`src/rtl/pcie_gen_tramas.sv`:
```
`default_nettype none
// ============================================================================
// Module      : pcie_gen_tramas
// Description : Frame source for the ByteTX byte interface. Each frame is
//               SYNC_LEN COM beats followed by PAYLOAD_LEN payload beats.
//               Payload is counter or LFSR generated and flows under a
//               Valid/ready handshake over LANES byte lanes.
// Revision    : 1.0 - initial release
// ============================================================================
module pcie_gen_tramas #(
    parameter int          LANES       = 1,
    parameter int          SYNC_LEN    = 2,
    parameter int          PAYLOAD_LEN = 4,
    parameter logic [7:0]  COM         = 8'hBC
) (
    input  logic                 CLK,
    input  logic                 reset,
    input  logic                 enable,
    input  logic                 mode,
    input  logic [7:0]           seed,
    input  logic                 ready,
    output logic [8*LANES-1:0]   DATA,
    output logic [LANES-1:0]     K,
    output logic                 Valid,
    output logic                 frame_done,
    output logic [15:0]          frame_cnt
);

    localparam int MAXLEN = (SYNC_LEN > PAYLOAD_LEN) ? SYNC_LEN : PAYLOAD_LEN;
    localparam int CW     = (MAXLEN > 1) ? $clog2(MAXLEN) : 1;

    localparam logic [CW-1:0]        C_SYNC_LAST = CW'(SYNC_LEN - 1);
    localparam logic [CW-1:0]        C_PAY_LAST  = CW'(PAYLOAD_LEN - 1);
    localparam logic [8*LANES-1:0]   C_COM_BEAT  = {LANES{COM}};
    localparam logic [LANES-1:0]     C_K_ALL     = {LANES{1'b1}};

    typedef enum logic [1:0] {
        S_IDLE    = 2'd0,
        S_SYNC    = 2'd1,
        S_PAYLOAD = 2'd2
    } state_t;

    state_t                 r_state;
    logic [CW-1:0]          r_beat;
    logic                   r_mode;
    logic [7:0]             r_cnt;      // counter byte for lane 0 of the next payload beat
    logic [7:0]             r_lfsr;     // LFSR state for lane 0 of the next payload beat
    logic [8*LANES-1:0]     r_data;
    logic [LANES-1:0]       r_k;
    logic                   r_valid;
    logic                   r_done;
    logic [15:0]            r_fcnt;

    logic [8*LANES-1:0]     w_cnt_beat;
    logic [8*LANES-1:0]     w_lfsr_beat;
    logic [7:0]             w_lfsr_next;
    logic [7:0]             w_lfsr_tmp;
    logic [8*LANES-1:0]     w_pay_beat;
    logic [7:0]             w_seed_lfsr;
    logic                   w_xfer;

    function automatic logic [7:0] f_step(input logic [7:0] s);
        return {s[6:0], s[7] ^ s[5] ^ s[4] ^ s[3]};
    endfunction

    // Build the next payload beat: counter bytes and LFSR unrolled across lanes
    always_comb begin
        w_cnt_beat  = '0;
        w_lfsr_beat = '0;
        w_lfsr_tmp  = r_lfsr;
        for (int l = 0; l < LANES; l++) begin
            w_cnt_beat[8*l +: 8]  = r_cnt + 8'(l);
            w_lfsr_beat[8*l +: 8] = w_lfsr_tmp;
            w_lfsr_tmp            = f_step(w_lfsr_tmp);
        end
        w_lfsr_next = w_lfsr_tmp;
    end

    assign w_pay_beat  = r_mode ? w_lfsr_beat : w_cnt_beat;
    assign w_seed_lfsr = (seed == 8'h00) ? 8'hFF : seed;   // all-zero LFSR state would lock up
    assign w_xfer      = r_valid & ready;

    // Frame sequencer: outputs always hold the beat currently on offer
    always_ff @(posedge CLK or negedge reset) begin
        if (!reset) begin
            r_state <= S_IDLE;
            r_beat  <= '0;
            r_mode  <= 1'b0;
            r_cnt   <= 8'h00;
            r_lfsr  <= 8'h00;
            r_data  <= '0;
            r_k     <= '0;
            r_valid <= 1'b0;
            r_done  <= 1'b0;
            r_fcnt  <= 16'h0000;
        end else begin
            r_done <= 1'b0;
            case (r_state)
                S_IDLE: begin
                    if (enable) begin
                        r_mode  <= mode;
                        r_cnt   <= seed;
                        r_lfsr  <= w_seed_lfsr;
                        r_state <= S_SYNC;
                        r_beat  <= '0;
                        r_valid <= 1'b1;
                        r_data  <= C_COM_BEAT;
                        r_k     <= C_K_ALL;
                    end
                end
                S_SYNC: begin
                    if (w_xfer) begin
                        if (r_beat == C_SYNC_LAST) begin
                            r_state <= S_PAYLOAD;
                            r_beat  <= '0;
                            r_data  <= w_pay_beat;
                            r_k     <= '0;
                            r_cnt   <= r_cnt + 8'(LANES);
                            r_lfsr  <= w_lfsr_next;
                        end else begin
                            r_beat <= r_beat + CW'(1);
                        end
                    end
                end
                S_PAYLOAD: begin
                    if (w_xfer) begin
                        if (r_beat == C_PAY_LAST) begin
                            r_done <= 1'b1;
                            r_fcnt <= r_fcnt + 16'h0001;
                            r_beat <= '0;
                            if (enable) begin
                                r_mode  <= mode;
                                r_cnt   <= seed;
                                r_lfsr  <= w_seed_lfsr;
                                r_state <= S_SYNC;
                                r_data  <= C_COM_BEAT;
                                r_k     <= C_K_ALL;
                            end else begin
                                r_state <= S_IDLE;
                                r_valid <= 1'b0;
                                r_data  <= '0;
                                r_k     <= '0;
                            end
                        end else begin
                            r_beat <= r_beat + CW'(1);
                            r_data <= w_pay_beat;
                            r_cnt  <= r_cnt + 8'(LANES);
                            r_lfsr <= w_lfsr_next;
                        end
                    end
                end
                default: begin
                    r_state <= S_IDLE;
                    r_valid <= 1'b0;
                end
            endcase
        end
    end

    assign DATA       = r_data;
    assign K          = r_k;
    assign Valid      = r_valid;
    assign frame_done = r_done;
    assign frame_cnt  = r_fcnt;

endmodule
`default_nettype wire
```
`config.mk`:
```
export PLATFORM = sky130hd
export DESIGN_NAME = pcie_gen_tramas
export DESIGN_NICKNAME = d
export VERILOG_FILES = /design/src/rtl/pcie_gen_tramas.sv
export SDC_FILE = /design/constraint.sdc
export NUM_CORES = 1
export LEC_CHECK = 0
export BUFFER_PORTS_ARGS = -buffer_cell sky130_fd_sc_hd__buf_2
export CORE_UTILIZATION = 31
export CTS_CLUSTER_DIAMETER = 40
export DETAILED_ROUTE_END_ITERATION = 6
export SLEW_MARGIN = 20
export SYNTH_ARGS = -nofsm -noshare
export SYNTH_HDL_FRONTEND = slang
export SYNTH_SLANG_ARGS = --single-unit
```
`constraint.sdc`:
```
create_clock -name CLK -period 2.32 [get_ports CLK]
set_input_delay 0.116 -clock CLK [delete_from_list [all_inputs] [get_ports CLK]]
set_output_delay 0.116 -clock CLK [all_outputs]
set_load 0.02 [all_outputs]
```
* Yosys cells after proc, flatten, opt, wreduce, memory -nomap -nowiden
Cells that the tools add are included.
Word-level totals: word-level logic and storage cells 92, bits in registers 48, input bits 13
Cells by class: reductions and logical operators 12, equality and inequality tests 10, bitwise logic cells 5, add/sub/neg operators 3, multiplexer cells 52
Operator list (count):
- $mux W8 | 18
- $pmux W8 S3 | 3
- $mux W2 | 10
- $add A16 B1 Y16 const B | 1
- $mux W1 | 16
- $reduce_and A5 Y1 | 3
- $ne A2 B2 Y1 const B | 6
- $pmux W2 S3 | 2
- $add A8 B1 Y8 const B | 1
- $logic_not A8 Y1 | 1
- $reduce_and A4 Y1 | 2
- $pmux W1 S3 | 2
- $reduce_and A3 Y1 | 2
- $reduce_and A6 Y1 | 1
- $eq A2 B1 Y1 const B | 2
- $eq A2 B2 Y1 const B | 2
- $reduce_bool A3 Y1 | 1
- $xor A1 B1 Y1 | 3
- $add A2 B1 Y2 const B | 1
- $logic_not A2 Y1 | 1
- $pmux W1 S2 | 1
- $reduce_bool A2 Y1 | 1
- $and A1 B1 Y1 | 1
- $not A1 Y1 | 1

* Longest topological paths before layout
Gate-level depths: netlist of the first run.
depth after elaboration 6, mapped depth 8, mapped depth without buffers 7

* Worst setup path before layout of the first run
OpenSTA, ideal clock, no wires.
path kind reg2reg, start register r_state[0], end register r_cnt[0], arrival 1805 ps, stages on the path, launching flop included 8, setup slack 394 ps, buffers on the path 1, cell sequence dfrtp_1 > inv_1 > ha_1 > buf_2 > a21boi_0 > nor2_1 > or3_4 > a22o_1
On the way: cells in the longest elaborated chain, start to end 3
Ends and longest elaborated chain:
- from (decl) | line 43 | state_t r_state;
- from (signal assigned) | line 86 | r_state <= S_IDLE;
- from (signal assigned) | line 104 | r_state <= S_SYNC;
- from (signal assigned) | line 114 | r_state <= S_PAYLOAD;
- $eq A2 B1 Y1 (tied with other cells) | line 98 | case (r_state)
- $ne A2 B2 Y1 (no source line) or $reduce_bool A3 Y1 (tied branches)
- $reduce_and A4 Y1 (no source line)
- to (signal assigned) | line 118 | r_cnt <= r_cnt + 8'(LANES);
- to (signal assigned) | line 147 | r_cnt <= r_cnt + 8'(LANES);
- to (decl) | line 46 | logic [7:0] r_cnt;
Parallel ways exist; a longest one is shown, timed or not. A chain may end at the register's enable or synchronous reset.

* Final worst setup path of the first run
start register r_state[0], end register r_lfsr[0]
On the way: cells in the longest elaborated chain, start to end 3
Ends and longest elaborated chain:
- $eq A2 B1 Y1 (tied with other cells) | line 98
- $ne A2 B2 Y1 (no source line) or $reduce_bool A3 Y1 (tied branches)
- $reduce_and A4 Y1 (no source line)
- to (signal assigned) | line 103 | r_lfsr <= w_seed_lfsr;
- to (signal assigned) | line 119 | r_lfsr <= w_lfsr_next;
- to (signal assigned) | line 134 | r_lfsr <= w_seed_lfsr;
- to (decl) | line 47 | logic [7:0] r_lfsr;
Parallel ways exist; a longest one is shown, timed or not.

==> run summary, run 1 <==
TritonCTS Buffers = 5
Root Buffer = clkbuf_8
Synth cell types = 55
normalized max-slew margin = 50.9%
CP max-delay cell = o21ai_1
row count = 34
Pwr Density = 1380 mW/mm^2
core area = 0.00876 sq mm
fill count = 897
Post-synth top flop = dfrtp_1
Port Buf Inserts = 39
Final Hold Viols = 0
simple-gate share of the synthesized area = 15.6%
cell area after synthesis = 0.00283 sq mm
Syn Area/Cell = 9.95 sq um
starting density of the core = 32.2%
vias = 2381
Worst-path clk slew = 0.10 ns
endpoints failing setup = 0
path type of the worst min-delay path = in2reg
crit path max fanout = 11
DR iter-0 viols = 205
Residual DRC = 0
DRT antenna net count = 0
Post-Synthesis Cells = 284
gr ovfl total = 0
vias in the first global route = 2324
worst skew pair latency = 0.31 ns
WL/cell = 16.0 um
die area = 0.00950 sq mm
Critical path buffers and inverters = 2
f_max = 0.479 GHz
DR vias/cell = 5.45
sequential share of the synthesized area = 42.5%
critical path's top delay family = compound AO/OA/AOI/OAI gates
final worst-path cycle share = 90.0%
Synth Area in Compound Gates = 21.8%
Worst EP required = 2.52 ns
Slew @ Worst Pin = 0.737 ns
layout cells sized above 1 = 23.7%
Worst Path Arrival = 2.29 ns
status = complete, no violations
# IOs = 40
DIE WIDTH = 97.5 um
Initial DRT Pass Iterations = 4
Max VDD drop = 494 uV
syn nets = 306
RSZ-0062 raised after global routing = false
gp weighted congestion = 0.882
initial antenna violation count = 0
mux cell area share after synthesis = 6.16%
Max Slew Vio Count = 0
crit-path cells = inv_1 > ha_1 > buf_4 > nor2b_1 > o21ai_1 > o22ai_1 > mux2_2
Setup Total Neg Slack = 0 ns
Crit Path Category = reg2reg
fin crit period = 2.09 ns
CTS Sinks = 48
Nets = 350
Yosys warnings = 0
Synth Area in XOR/XNOR = 5.89%
number of synthesized flops with an enable pin = 0
maxcap violations = 0
number of synthesized register bits = 48
largest net degree at the start of global routing = 32
final setup skew = 0.0123 ns
Post-Route WL = 6.99 mm
CTS tree = done
H-Tree Depth = 2
startpoint types = register
LEAKAGE = 0.00148 uW
CP max stage delay = 0.48 ns
asr flop ratio synth = 100%
chip height = 97.5 um
Clock Path Buffers = 2
crit end category = register
adder-cell share of the synthesized area = 3.99%
DP HPWL = 5.18 mm
number of diodes = 0
PnR Total Power = 4550 uW
largest family of logic cells by synthesized area = compound AO/OA/AOI/OAI gates
dpl cells = 428
total track usage = 15.5%
Layout area overhead = 17.1%
first-pass GRT wire length = 11.9 mm
non-filler cells, final = 437
worst register-to-register path: stages, from the launching register on:
cell and delay (ns):
dfrtp_1 0.40, inv_1 0.08, ha_1 0.22, buf_4 0.18, nor2b_1 0.19, o21ai_1 0.48, o22ai_1 0.16, mux2_2 0.28
cell usage in the layout, fill, tap and decap left out, drive strengths merged, types with 5 or more instances in the layout:
cell and n:
a2bb2oi 5, nand2 17, a211oi 7, xnor2 14, o21ai 17, dfrtp 48, nor3b 5, buf 49
nor2 12, o211ai 5, clkbuf 6, a22o 5, mux2i 5, ha 9, nand4 6, mux2 11
inv 15, xor2 5, a21oi 13, nand3 18
state kept, by name (all words and copies together), names as in the netlist:
signal / cells
DATA: 8
Valid: 1
r_state: 2
K: 1
frame_cnt: 16
r_cnt: 8
frame_done: 1
r_beat: 2
r_mode: 1
r_lfsr: 8
layer usage:
layer,global-route usage (%),part of all wire [%]
met5,0,0
met4,4.41,1.8
met3,2.81,5.7
met2,25.0,46
met1,21.2,47
synth_stat cells, types with 7 or more instances:
| library cell | n | area share (%) |
|---|---|---|
| dfrtp_1 | 48 | 43 |
| nand3_1 | 18 | 3.2 |
| nand2_1 | 17 | 2.3 |
| o21ai_0 | 16 | 2.8 |
| inv_1 | 15 | 2.0 |
| xnor2_1 | 14 | 4.3 |
| a21oi_1 | 13 | 2.3 |
| nor2_1 | 12 | 1.6 |
| mux2_2 | 11 | 4.4 |
| ha_1 | 9 | 4.0 |
| a211oi_1 | 7 | 1.9 |
| clkbuf_1 | 7 | 0.93 |
what timing repair did:
action,4_1_cts,5_1_grt
hold buffers,1,0
buffers inserted,0,0
resized for setup,0,2
hold endpoints to repair,29,0
setup endpoints to repair,0,1
cell families (layout without fill, tap and decap cells):
logic type                 count (synthesis)  after routing
and+or+nand+nor                           81             81
xor gates and xnor gates                  19             19
buffers and inverters                     28             73
muxes                                     16             16
adders and majority gates                  9              9
DFF                                       48             48
AOI/OAI and AO/OA                         83             83
through the flow:
stage	cell area, sq um	util [%]	setup slack (ns)	hold slack, ns
finish	3310	37.7	0.232	0.0403
floorplan	2830	-	0.394	-0.180
detailed placement	3170	36.2	0.248	0.221
global route	3310	37.7	0.0446	0.0381
global placement	3170	36.2	0.322	0.217
CTS	3300	37.7	0.228	0.0318
power breakdown:
part           switching [uW]  leakage, uW  internal, uW
Combinational            1430     0.000804          1100
Clock                     299    0.0000614           353
Sequential                285     0.000618          1090
Total                    2010      0.00148          2540
final cells by class:
| type | instances | area (sq um) | area share, % |
|---|---|---|---|
| tap | 108 | 135 | 4.08 |
| timing repair buffer | 50 | 280 | 8.47 |
| sequential | 48 | 1200 | 36.3 |
| multi-input combinational | 208 | 1510 | 45.8 |
| inverter | 15 | 56.3 | 1.70 |
| clock inverter | 2 | 38.8 | 1.17 |
| clock buffer | 6 | 82.6 | 2.50 |
path summary, 6_finish.rpt:
path	to	cells after the start	start	slack (ns)
setup / recovery	r_lfsr[0]	7	r_state[0]	0.23
hold / removal	r_mode	2	mode	0.04
min in group asynchronous	frame_cnt[7]	2	reset	0.40
setup reg to reg	r_lfsr[0]	7	r_state[0]	0.23
max in group asynchronous	frame_done	3	reset	1.29
hold reg to reg	frame_cnt[15]	1	frame_cnt[15]	0.47
(Power assumes the default switching activity.)
==> run 2: changes to the inputs <==
- clock period: 2.32 -> 2.3 ns (I/O delays scaled with it)
==> run summary, run 2 (same netlist as run 1, synthesis figures left out) <==
final worst-path cycle share = 90.5%
CP max-delay cell = dfrtp_1
crit end category = register
crit path max fanout = 8
Root Buffer = clkbuf_8
maxcap violations = 0
DP HPWL = 5.05 mm
Pwr Density = 1350 mW/mm^2
leading cell type in the layout, fill and taps excluded = dfrtp_1
critical path's top delay family = compound AO/OA/AOI/OAI gates
Worst-path clk slew = 0.09 ns
row count = 34
chip height = 97.5 um
DIE WIDTH = 97.5 um
number of diodes = 0
TritonCTS Buffers = 5
LEAKAGE = 0.00148 uW
Clock Path Buffers = 2
Port Buf Inserts = 39
final setup skew = 0.0104 ns
path type of the worst min-delay path = in2reg
total track usage = 14.6%
initial antenna violation count = 0
Residual DRC = 0
Worst Path Arrival = 2.26 ns
H-Tree Depth = 2
# IOs = 40
crit-path cells = inv_1 > ha_1 > a21boi_1 > o21a_1 > buf_4 > or3_4 > a22o_1
DR vias/cell = 5.43
Max VDD drop = 608 uV
worst skew pair latency = 0.30 ns
DRT antenna net count = 0
Final Hold Viols = 0
CP max stage delay = 0.40 ns
Critical path buffers and inverters = 2
fin crit period = 2.08 ns
RSZ-0062 raised after global routing = false
most frequent cells in the layout = dfrtp_1 (48), buf_2 (39), nand3_1 (18)
CTS tree = done
Crit Path Category = reg2reg
number of flip-flops in the largest register = 16
core area = 0.00876 sq mm
normalized max-slew margin = 48.3%
CTS Sinks = 48
layout cells sized above 1 = 23.4%
Nets = 351
gp weighted congestion = 0.855
die area = 0.00950 sq mm
final cell utilization of the core = 37.5%
endpoints failing setup = 0
Slew @ Worst Pin = 0.774 ns
largest net degree at the start of global routing = 21
first-pass GRT wire length = 11.4 mm
WL/cell = 15.5 um
Initial DRT Pass Iterations = 4
status = complete, no violations
gr ovfl total = 0
Layout area overhead = 16.2%
Post-Route WL = 6.76 mm
Setup Total Neg Slack = 0 ns
vias = 2371
vias in the first global route = 2259
startpoint types = register
Worst EP required = 2.48 ns
starting density of the core = 32.2%
Max Slew Vio Count = 0
DR iter-0 viols = 144
f_max = 0.480 GHz
run 2: cell count changes in the layout (fill, tap and decap cells not counted):
cell       change
a2111oi_1      -1
ha_2           -1
buf_4          +1
a2111oi_0      +1
ha_1           +1
bufinv_16      -1
run 2: repair_timing:
action                                 CTS  global route
endpoints found under the hold margin   12             0
setup buffers                            0             0
gates resized for setup                  0             0
hold buffers                             1             0
setup endpoints to repair                0             0
run 2: path summary, 6_finish.rpt:
check / depth (start not counted) / startpoint / to / slack, ns
min reg2reg: 1 / frame_cnt[15] / frame_cnt[15] / 0.47
max: 7 / r_state[0] / r_cnt[0] / 0.22
min in group asynchronous: 2 / reset / frame_cnt[8] / 0.22
max reg2reg: 7 / r_state[0] / r_cnt[0] / 0.22
min: 2 / mode / r_mode / 0.04
max in group asynchronous: 3 / reset / r_lfsr[7] / 1.51
run 2: power breakdown:
group	internal, uW	total [uW]	switching [uW]
Clock	241	529	288
Combinational	1120	2530	1410
Sequential	1100	1380	277
run 2: metal layers:
metal	track usage [%]	vias up	part of all wire [%]
met2	23.6	87	46
li1	-	1136	-
met3	2.81	6	6.1
met4	1.81	0	0.52
met5	0	-	0
met1	21.0	1142	47
run 2: metrics by stage:
stage	instances	instance area (sq um)	hold slack, ns	total power, uW	setup slack [ns]
after global routing	437	3280	0.0423	4800	0.0181
after global placement	429	3180	0.0192	3880	0.296
after floorplan	284	2830	-0.181	3180	0.374
after CTS	437	3280	0.0348	4450	0.229
final	437	3280	0.0438	4440	0.218
after detailed placement	429	3180	0.0231	3890	0.255
run 2: cell type report:
class                   count  area [sq um]
fillers                   900          5480
multi-input cells         208          1510
well taps                 108           135
flip-flops and latches     48          1200
clock inverters             1          8.76
repair buffers             51           288
inverters                  15          56.3
clock buffers               6          82.6
